$ cat config.mk
export PLATFORM = sky130hd
export DESIGN_NAME = ddr_axi_memtest
export DESIGN_NICKNAME = d
export VERILOG_FILES = /design/src/rtl/ddr_axi_memtest.sv
export SDC_FILE = /design/constraint.sdc
export NUM_CORES = 1
export LEC_CHECK = 0
export CAP_MARGIN = 20
export CORE_MARGIN = 4
export CORE_UTILIZATION = 40
export DETAILED_ROUTE_END_ITERATION = 8
export GPL_TIMING_DRIVEN = 0
export HOLD_SLACK_MARGIN = 0.06
export PLACE_DENSITY = 0.73
export RECOVER_POWER = 25
export SYNTH_ARGS = -nofsm -noshare
export SYNTH_HDL_FRONTEND = slang
export SYNTH_SLANG_ARGS = --single-unit
$ cat constraint.sdc
create_clock -name user_clk -period 4 [get_ports user_clk]
set_input_delay 0.8 -clock user_clk [delete_from_list [all_inputs] [get_ports user_clk]]
set_output_delay 0.8 -clock user_clk [all_outputs]
set_load 0.005 [all_outputs]
$ cat src/rtl/ddr_axi_memtest.sv
// rtl/ddr_axi_memtest.sv - AXI4 write/read-back pattern memory tester for the DDR user port
// Optional error log enabled with `define DDR_MEMTEST_ERRLOG_EN.
module ddr_axi_memtest #(
  parameter int unsigned ID_WIDTH = 1,
  parameter int unsigned BEATS    = 8,
  parameter int unsigned TXN_ID   = 0
) (
  input  logic                user_clk,
  input  logic                user_rst,
  input  logic                i_start,
  input  logic [26:0]         i_base,
  input  logic [15:0]         i_nbursts,
  input  logic [31:0]         i_seed,
  output logic                o_busy,
  output logic                o_done,
  output logic                o_pass,
  output logic [ID_WIDTH-1:0] o_awid,
  output logic [26:0]         o_awaddr,
  output logic [7:0]          o_awlen,
  output logic [3:0]          o_awsize,
  output logic [1:0]          o_awburst,
  output logic                o_awvalid,
  input  logic                i_awready,
  output logic [63:0]         o_wdata,
  output logic [7:0]          o_wstrb,
  output logic                o_wlast,
  output logic                o_wvalid,
  input  logic                i_wready,
  input  logic [ID_WIDTH-1:0] i_bid,
  input  logic [1:0]          i_bresp,
  input  logic                i_bvalid,
  output logic                o_bready,
  output logic [ID_WIDTH-1:0] o_arid,
  output logic [26:0]         o_araddr,
  output logic [7:0]          o_arlen,
  output logic [3:0]          o_arsize,
  output logic [1:0]          o_arburst,
  output logic                o_arvalid,
  input  logic                i_arready,
  input  logic [ID_WIDTH-1:0] i_rid,
  input  logic [63:0]         i_rdata,
  input  logic [1:0]          i_rresp,
  input  logic                i_rlast,
  input  logic                i_rvalid,
  output logic                o_rready
`ifdef DDR_MEMTEST_ERRLOG_EN
  ,
  output logic [15:0]         o_err_count,
  output logic [26:0]         o_err_addr
`endif
);

  typedef enum logic [2:0] {S_IDLE, S_WA, S_WD, S_WB, S_RA, S_RD, S_DONE} state_t;

  localparam logic [ID_WIDTH-1:0] ID          = ID_WIDTH'(TXN_ID);
  localparam logic [7:0]          LAST_BEAT   = 8'(BEATS - 1);
  localparam logic [26:0]         BURST_BYTES = 27'(BEATS * 8);

  state_t      state, state_n;
  logic [26:0] base_q, burst_addr, beat_addr;
  logic [15:0] nbursts_q, burst_cnt;
  logic [31:0] seed_q;
  logic [7:0]  beat;
  logic        fail_q, done_q, pass_q;
  logic        last_beat, last_burst, b_err, r_err;
  logic [63:0] exp_data;
  logic        unused_base;

  assign unused_base = ^i_base[2:0];

  // Pattern is a pure function of the beat address, so write and read sides share it.
  assign beat_addr  = burst_addr + {16'b0, beat, 3'b000};
  assign exp_data   = {seed_q ^ {5'b0, beat_addr}, {5'b0, beat_addr}};
  assign last_beat  = (beat == LAST_BEAT);
  assign last_burst = (burst_cnt == 16'(nbursts_q - 16'd1));
  assign b_err      = (i_bresp != 2'b00) || (i_bid != ID);
  assign r_err      = (i_rdata != exp_data) || (i_rresp != 2'b00) || (i_rid != ID) ||
                      (i_rlast != last_beat);

  assign o_awid    = ID;
  assign o_awaddr  = burst_addr;
  assign o_awlen   = LAST_BEAT;
  assign o_awsize  = 4'd3;
  assign o_awburst = 2'b01;
  assign o_wdata   = exp_data;
  assign o_wstrb   = 8'hFF;
  assign o_wlast   = (state == S_WD) && last_beat;
  assign o_arid    = ID;
  assign o_araddr  = burst_addr;
  assign o_arlen   = LAST_BEAT;
  assign o_arsize  = 4'd3;
  assign o_arburst = 2'b01;
  assign o_busy    = (state != S_IDLE) && (state != S_DONE);
  assign o_done    = done_q;
  assign o_pass    = pass_q;

  always_comb begin
    state_n   = state;
    o_awvalid = 1'b0;
    o_wvalid  = 1'b0;
    o_bready  = 1'b0;
    o_arvalid = 1'b0;
    o_rready  = 1'b0;
    case (state)
      S_IDLE: if (i_start) state_n = (i_nbursts == 16'd0) ? S_DONE : S_WA;
      S_WA: begin
        o_awvalid = 1'b1;
        if (i_awready) state_n = S_WD;
      end
      S_WD: begin
        o_wvalid = 1'b1;
        if (i_wready && last_beat) state_n = S_WB;
      end
      S_WB: begin
        o_bready = 1'b1;
        if (i_bvalid) state_n = last_burst ? S_RA : S_WA;
      end
      S_RA: begin
        o_arvalid = 1'b1;
        if (i_arready) state_n = S_RD;
      end
      S_RD: begin
        o_rready = 1'b1;
        if (i_rvalid && last_beat) state_n = last_burst ? S_DONE : S_RA;
      end
      default: state_n = S_IDLE;
    endcase
  end

  always_ff @(posedge user_clk) begin
    if (user_rst) begin
      state      <= S_IDLE;
      base_q     <= '0;
      nbursts_q  <= '0;
      seed_q     <= '0;
      burst_addr <= '0;
      burst_cnt  <= '0;
      beat       <= '0;
      fail_q     <= 1'b0;
      done_q     <= 1'b0;
      pass_q     <= 1'b0;
    end else begin
      state <= state_n;
      case (state)
        S_IDLE: if (i_start) begin
          base_q     <= {i_base[26:3], 3'b000};
          burst_addr <= {i_base[26:3], 3'b000};
          nbursts_q  <= i_nbursts;
          seed_q     <= i_seed;
          burst_cnt  <= '0;
          beat       <= '0;
          fail_q     <= 1'b0;
          done_q     <= (i_nbursts == 16'd0);
          pass_q     <= (i_nbursts == 16'd0);
        end
        S_WD: if (i_wready) beat <= last_beat ? 8'd0 : beat + 8'd1;
        S_WB: if (i_bvalid) begin
          if (b_err) fail_q <= 1'b1;
          if (last_burst) begin
            burst_cnt  <= '0;
            burst_addr <= base_q;
          end else begin
            burst_cnt  <= burst_cnt + 16'd1;
            burst_addr <= burst_addr + BURST_BYTES;
          end
        end
        S_RD: if (i_rvalid) begin
          if (r_err) fail_q <= 1'b1;
          beat <= last_beat ? 8'd0 : beat + 8'd1;
          if (last_beat) begin
            if (last_burst) begin
              done_q <= 1'b1;
              pass_q <= !(fail_q || r_err);
            end else begin
              burst_cnt  <= burst_cnt + 16'd1;
              burst_addr <= burst_addr + BURST_BYTES;
            end
          end
        end
        default: ;
      endcase
    end
  end

`ifdef DDR_MEMTEST_ERRLOG_EN
  logic        log_ev;
  logic [26:0] log_addr;

  assign log_ev   = ((state == S_WB) && i_bvalid && b_err) || ((state == S_RD) && i_rvalid && r_err);
  assign log_addr = (state == S_WB) ? burst_addr : beat_addr;

  always_ff @(posedge user_clk) begin
    if (user_rst || ((state == S_IDLE) && i_start)) begin
      o_err_count <= '0;
      o_err_addr  <= '0;
    end else if (log_ev) begin
      if (o_err_count != 16'hFFFF) o_err_count <= o_err_count + 16'd1;
      if (o_err_count == 16'd0) o_err_addr <= log_addr;
    end
  end
`endif

endmodule

==> flow_metrics.py, run 1 <==
metrics = {
    "setup_path": {
        "arrival_ns": 3.18,
        "path_cells": "ha_2 > fa_2 > a211oi_4 > o21ai_4 > buf_4 > o211ai_4 > xnor2_2 > xor2_1 > clkdlybuf4s50_1",
        "cp_slowest_stage_delay_ns": 0.54,
        "end_kind": "primary output",
        "slowest_stage": "clkdlybuf4s50_1",
        "cp.required_ns": 3.20,
        "cp-start-kind": "flop",
        "crit_type": "reg2out",
        "cp_max_fo": 5,
    },
    "final_layout": {
        "antenna_cells": 0,
        "syn2layout_area_growth_pct": 45.9,
        "final_common_cell": "clkdlybuf4s50_1",
        "nets": 1801,
        "design_area_sq_mm": 0.0143,
        "drive_above_1_share_pct": 15.5,
        "most-common-layout-cells": "clkdlybuf4s50_1 (217), nand2_1 (195), a21oi_1 (120)",
    },
    "cts": {
        "path_clk_slew_ns": 0.06,
        "root_buffer": "clkbuf_16",
        "cts_tree": "built",
        "clkSinkCount": 126,
        "cts_buffers": 17,
        "cts_htree_levels": 4,
        "clkLatencyLatePin_ns": 0.43,
        "clockBufferDepth": 2,
    },
    "grt": {
        "use_met1_pct": 34.7,
        "grt_util_met2_pct": 43.0,
        "grt_pass1_vias": 9849,
        "grt_max_degree": 17,
        "grt_busiest_layer": "met2",
        "gr-total-overflow": 0,
        "grt_pass1_wl_mm": 54.7,
        "antenna_found_initial": 0,
        "grt_use_total_pct": 25.7,
        "use_met3_pct": 4.24,
    },
    "sta": {
        "fin_tns_setup_ns": 0,
        "finalHoldViolCount": 0,
        "slew_headroom_pct": 29.4,
        "fin_crit_ns": 3.98,
        "whs_ns": 0.453,
        "drv_slew": 0,
        "worst_slew_pin_slew_ns": 1.05,
        "rsz0062_at_grt": "true",
        "fmaxAchievable_ghz": 0.251,
        "fin_ws_ns": 0.0204,
        "final-setup-viol-count": 0,
        "skew_ns": 0.0121,
        "min_period_over_period_pct": 99.5,
    },
    "detailed_routing": {
        "first_iter_violations": 964,
        "viasPerCell": 5.41,
        "post-route-drc-count": 0,
        "routed_wl_mm": 37.5,
        "antenna_left": 0,
        "vias": 10600,
        "routedWlPerCell_microns": 19.1,
        "drtPass1Iterations": 6,
    },
    "power": {
        "p_leak_nw": 5.79,
        "vdd.ir_drop.worst_mv": 0.327,
        "power_density_mw_per_mm2": 491,
        "power_mw": 7.00,
    },
    "synth": {
        "ys_seq_area_share_pct": 25.8,
        "yosysTopAreaCellShare_pct": 25.8,
        "synth_ff_type": "dfxtp_1",
        "synthArstFlopShare_pct": 0,
        "synth.area.top_cells": "dfxtp_1 (26%), nand2_1 (7.5%), buf_4 (7.0%), xnor2_1 (6.7%), a21oi_1 (6.2%)",
        "yosys.area.top_type": "dfxtp_1",
        "syn_inst": 1270,
        "synth.distinct_cells": 97,
        "synth.avg_cell_area_sq_um": 7.70,
        "yosysWarnings": 0,
        "synth_edf_count": 0,
        "ys_seq_elements": 126,
        "syn_area_sq_mm": 0.00978,
    },
    "place": {
        "hpwl_mm": 28.8,
        "placed_area_sq_mm": 0.0130,
        "dp_slack_ns": -0.121,
        "place_congestion": 0.954,
        "port_buffers": 263,
    },
    "outcome": {
        "status": "finished clean",
    },
    "floorplan": {
        "io_pins": 319,
        "die_w_microns": 164,
        "core_sq_mm": 0.0238,
        "row_count": 56,
        "start_util_pct": 41.2,
        "die-area_sq_mm": 0.0270,
        "dieHeight_microns": 164,
    },
    "min_path": {
        "hold_path.class": "reg2reg",
    },
    "job": {
        "drv_cap": 0,
    },
}
## Yosys cell counts (15+ instances only)
| cell | count |
|---|---|
| buf_4 | 91 |
| nor4_1 | 17 |
| nand2_1 | 195 |
| nand4_1 | 17 |
| xor2_1 | 55 |
| nor2_1 | 75 |
| o32ai_1 | 16 |
| a21oi_1 | 121 |
| mux2i_1 | 15 |
| xnor2_1 | 75 |
| nand3_1 | 29 |
| inv_1 | 40 |
| dfxtp_1 | 126 |
| buf_2 | 17 |
| clkbuf_1 | 45 |
| nor3_1 | 16 |
| o21ai_0 | 25 |
## per-stage QoR
step                      util [%]  cells
after global routing          60.1   1966
after CTS                     58.7   1945
final                         60.1   1966
after floorplan                  -   1320
after global placement        54.7   1902
after detailed placement      54.7   1902
## cells by family (layout without fill, tap and decap cells)
group / count (synthesis) / count (layout) / synth area share (%)
compound gates: 313 / 313 / 22.0
xor+xnor: 136 / 136 / 13.0
fa+ha+maj: 13 / 13 / 1.74
buf+inv: 198 / 525 / 11.4
flops: 126 / 126 / 25.8
mux: 20 / 20 / 2.22
other cells: 2 / 52 / 0.0768
simple gates: 462 / 462 / 23.8
## routing by layer
metal	vias to the layer above	wire length [microns]
met3	52	3030
met2	525	18100
met5	-	0
met1	4975	15600
li1	5090	-
met4	0	732
## path summary, 6_finish.rpt
check                                from                      end  slack [ns]  cells past startpoint
setup / recovery     beat[0]$_SDFFE_PP0P_              o_wdata[53]        0.02                      9
hold / removal    base_q[12]$_SDFFE_PP0P_  base_q[12]$_SDFFE_PP0P_        0.45                      2
setup reg to reg     beat[0]$_SDFFE_PP0P_      o_pass$_SDFFE_PP0P_        0.07                     13
hold reg to reg   base_q[12]$_SDFFE_PP0P_  base_q[12]$_SDFFE_PP0P_        0.45                      2
## state kept, by name (all words and copies together), names as in the netlist
signal	count
o_araddr	24
burst_cnt	16
fail_q	1
seed_q	32
nbursts_q	16
base_q	24
state	3
beat	8
o_done	1
o_pass	1
## power breakdown
part	internal, mW	switching (mW)
clock network	1.19	0.653
registers	1.49	0.274
logic	1.68	1.72
total	4.36	2.65
## worst max-delay path: cells and delay by family, from the launching register on
| family | cells | cell delay (ns) |
|---|---|---|
| AOI/OAI and AO/OA | 3 | 0.70 |
| xor gates and xnor gates | 2 | 0.36 |
| adders and majority gates | 2 | 0.61 |
| buffers and inverters | 2 | 0.70 |
| DFF | 1 | 0.36 |
## cell type report
| class | count | area, sq um |
|---|---|---|
| plain buffers | 155 | 970 |
| inverters | 42 | 158 |
| multi-input cells | 996 | 6620 |
| well taps | 319 | 399 |
| fillers | 2122 | 9480 |
| clock inverters | 12 | 230 |
| clock buffers | 20 | 447 |
| repair buffers | 296 | 2910 |
| flip-flops and latches | 126 | 2540 |
## timing repair
item	4_1_cts	5_1_grt
buffers inserted	12	21
gates cloned	0	0
endpoints found under the setup margin	31	24
hold buffers	0	0
resized for setup	32	39
pin swaps	13	18
Note: power is estimated with default switching activity, not from simulation.
==> inputs of run 2 (changes only) <==
--- a/config.mk
+++ b/config.mk
@@ -5,13 +5,13 @@
 export SDC_FILE = /design/constraint.sdc
 export NUM_CORES = 1
 export LEC_CHECK = 0
-export CAP_MARGIN = 20
+export CORE_ASPECT_RATIO = 0.7
 export CORE_MARGIN = 4
-export CORE_UTILIZATION = 40
+export CORE_UTILIZATION = 48
 export DETAILED_ROUTE_END_ITERATION = 8
 export GPL_TIMING_DRIVEN = 0
 export HOLD_SLACK_MARGIN = 0.06
-export PLACE_DENSITY = 0.73
+export PLACE_DENSITY = 0.85
 export RECOVER_POWER = 25
 export SYNTH_ARGS = -nofsm -noshare
 export SYNTH_HDL_FRONTEND = slang
==> flow_metrics.py, run 2 (synthesis gave the netlist of run 1 again) <==
metrics = {
    "outcome": {
        "status": "finished clean",
    },
    "job": {
        "drv_cap": 0,
    },
    "detailed_routing": {
        "drtPass1Iterations": 7,
        "antenna_left": 0,
        "vias": 11100,
        "routed_wl_mm": 38.5,
        "first_iter_violations": 1286,
        "routedWlPerCell_microns": 20.0,
        "post-route-drc-count": 0,
        "viasPerCell": 5.77,
    },
    "final_layout": {
        "largest_reg_flops": 32,
        "design_area_sq_mm": 0.0143,
        "most-common-layout-cells": "clkdlybuf4s50_1 (255), nand2_1 (195), buf_4 (127)",
        "num-fill-cells": 1550,
        "syn2layout_area_growth_pct": 45.9,
        "drive_above_1_share_pct": 15.9,
        "top_register": "seed_q",
        "post-route-util_pct": 71.7,
        "final_common_cell": "clkdlybuf4s50_1",
        "stdcell_count": 1927,
        "nets": 1810,
    },
    "setup_path": {
        "end_kind": "primary output",
        "critPathBufInv": 3,
        "cp_slowest_stage_delay_ns": 0.56,
        "crit_cells": 7,
        "crit_type": "reg2out",
        "slowest_stage": "nor4_2",
        "path_cells": "buf_2 > inv_1 > nor4_2 > o211ai_1 > xnor2_2 > xnor2_1 > clkdlybuf4s50_1",
        "arrival_ns": 3.19,
        "cp_max_fo": 9,
        "cp-start-kind": "flop",
        "reg2regPathDepth": 10,
        "cp.required_ns": 3.20,
        "cpLargestDelayFamily": "buffers and inverters",
    },
    "floorplan": {
        "dieHeight_microns": 127,
        "io_pins": 319,
        "start_util_pct": 49.2,
        "die_w_microns": 179,
        "row_count": 43,
        "core_sq_mm": 0.0199,
        "die-area_sq_mm": 0.0228,
    },
    "place": {
        "port_buffers": 263,
        "hpwl_mm": 28.8,
        "place_congestion": 0.965,
        "dp_slack_ns": -0.205,
        "place_inst": 1853,
        "placed_area_sq_mm": 0.0129,
    },
    "min_path": {
        "hold_path.class": "reg2reg",
        "hold_depth": 2,
    },
    "cts": {
        "clkLatencyLatePin_ns": 0.43,
        "cts_htree_levels": 4,
        "cts_tree": "built",
        "cts_buffers": 17,
        "root_buffer": "clkbuf_16",
        "clockBufferDepth": 2,
        "path_clk_slew_ns": 0.06,
        "clkSinkCount": 126,
    },
    "grt": {
        "gr-total-overflow": 0,
        "grt_max_degree": 17,
        "grt_pass1_wl_mm": 56.3,
        "antenna_found_initial": 1,
        "grt_pass1_vias": 10100,
        "grt_use_total_pct": 31.5,
    },
    "sta": {
        "fin_ws_ns": 0.0114,
        "fin_tns_setup_ns": 0,
        "drv_slew": 0,
        "finalHoldViolCount": 0,
        "fin_crit_ns": 3.99,
        "rsz0062_at_grt": "true",
        "whs_ns": 0.454,
        "worst_slew_pin_slew_ns": 1.22,
        "final-setup-viol-count": 0,
        "min_period_over_period_pct": 99.7,
        "fmaxAchievable_ghz": 0.251,
        "slew_headroom_pct": 17.9,
        "skew_ns": 0.0119,
    },
    "power": {
        "power_mw": 7.04,
        "power_density_mw_per_mm2": 493,
        "p_leak_nw": 5.66,
        "vdd.ir_drop.worst_mv": 0.301,
    },
}
run 2: worst min-delay path, stage by stage, from the launching register on:
cell	delay, ns
dfxtp_1	0.31
nand2_1	0.05
a21oi_1	0.05
run 2: report_power, final:
group | switching (mW) | internal (mW)
registers | 0.292 | 1.49
logic | 1.79 | 1.76
clock network | 0.638 | 1.08
total | 2.72 | 4.32
run 2: worst paths after layout:
path | start | slack [ns] | to
max | o_araddr[23]$_SDFFE_PP0P_ | 0.01 | o_wdata[57]
min | base_q[6]$_SDFFE_PP0P_ | 0.45 | base_q[6]$_SDFFE_PP0P_
max reg2reg | beat[1]$_SDFFE_PP0P_ | 0.07 | o_pass$_SDFFE_PP0P_
min reg2reg | base_q[6]$_SDFFE_PP0P_ | 0.45 | base_q[6]$_SDFFE_PP0P_
run 2: what timing repair did:
item                       CTS  global route
pin swaps                   14            20
hold buffers                 0             0
setup endpoints to repair   31            51
resized for setup           33            34
setup buffers               16            26
run 2: area by class of cell:
| class | count | area, sq um | area share, % |
|---|---|---|---|
| flip-flops and latches | 126 | 2540 | 17.8 |
| repair buffers | 305 | 2980 | 20.9 |
| plain buffers | 155 | 972 | 6.81 |
| clock inverters | 12 | 181 | 1.27 |
| inverters | 42 | 161 | 1.13 |
| multi-input cells | 996 | 6640 | 46.5 |
| diodes | 1 | 2.50 | 0.0175 |
| well taps | 270 | 338 | 2.37 |
| clock buffers | 20 | 457 | 3.20 |
run 2: per-layer routing:
layer	global-route usage [%]	up-vias	wire length (microns)
li1	-	5104	-
met4	9.29	0	976
met3	9.44	104	4920
met1	43.7	5162	15700
met5	0	-	0
met2	47.6	740	16800
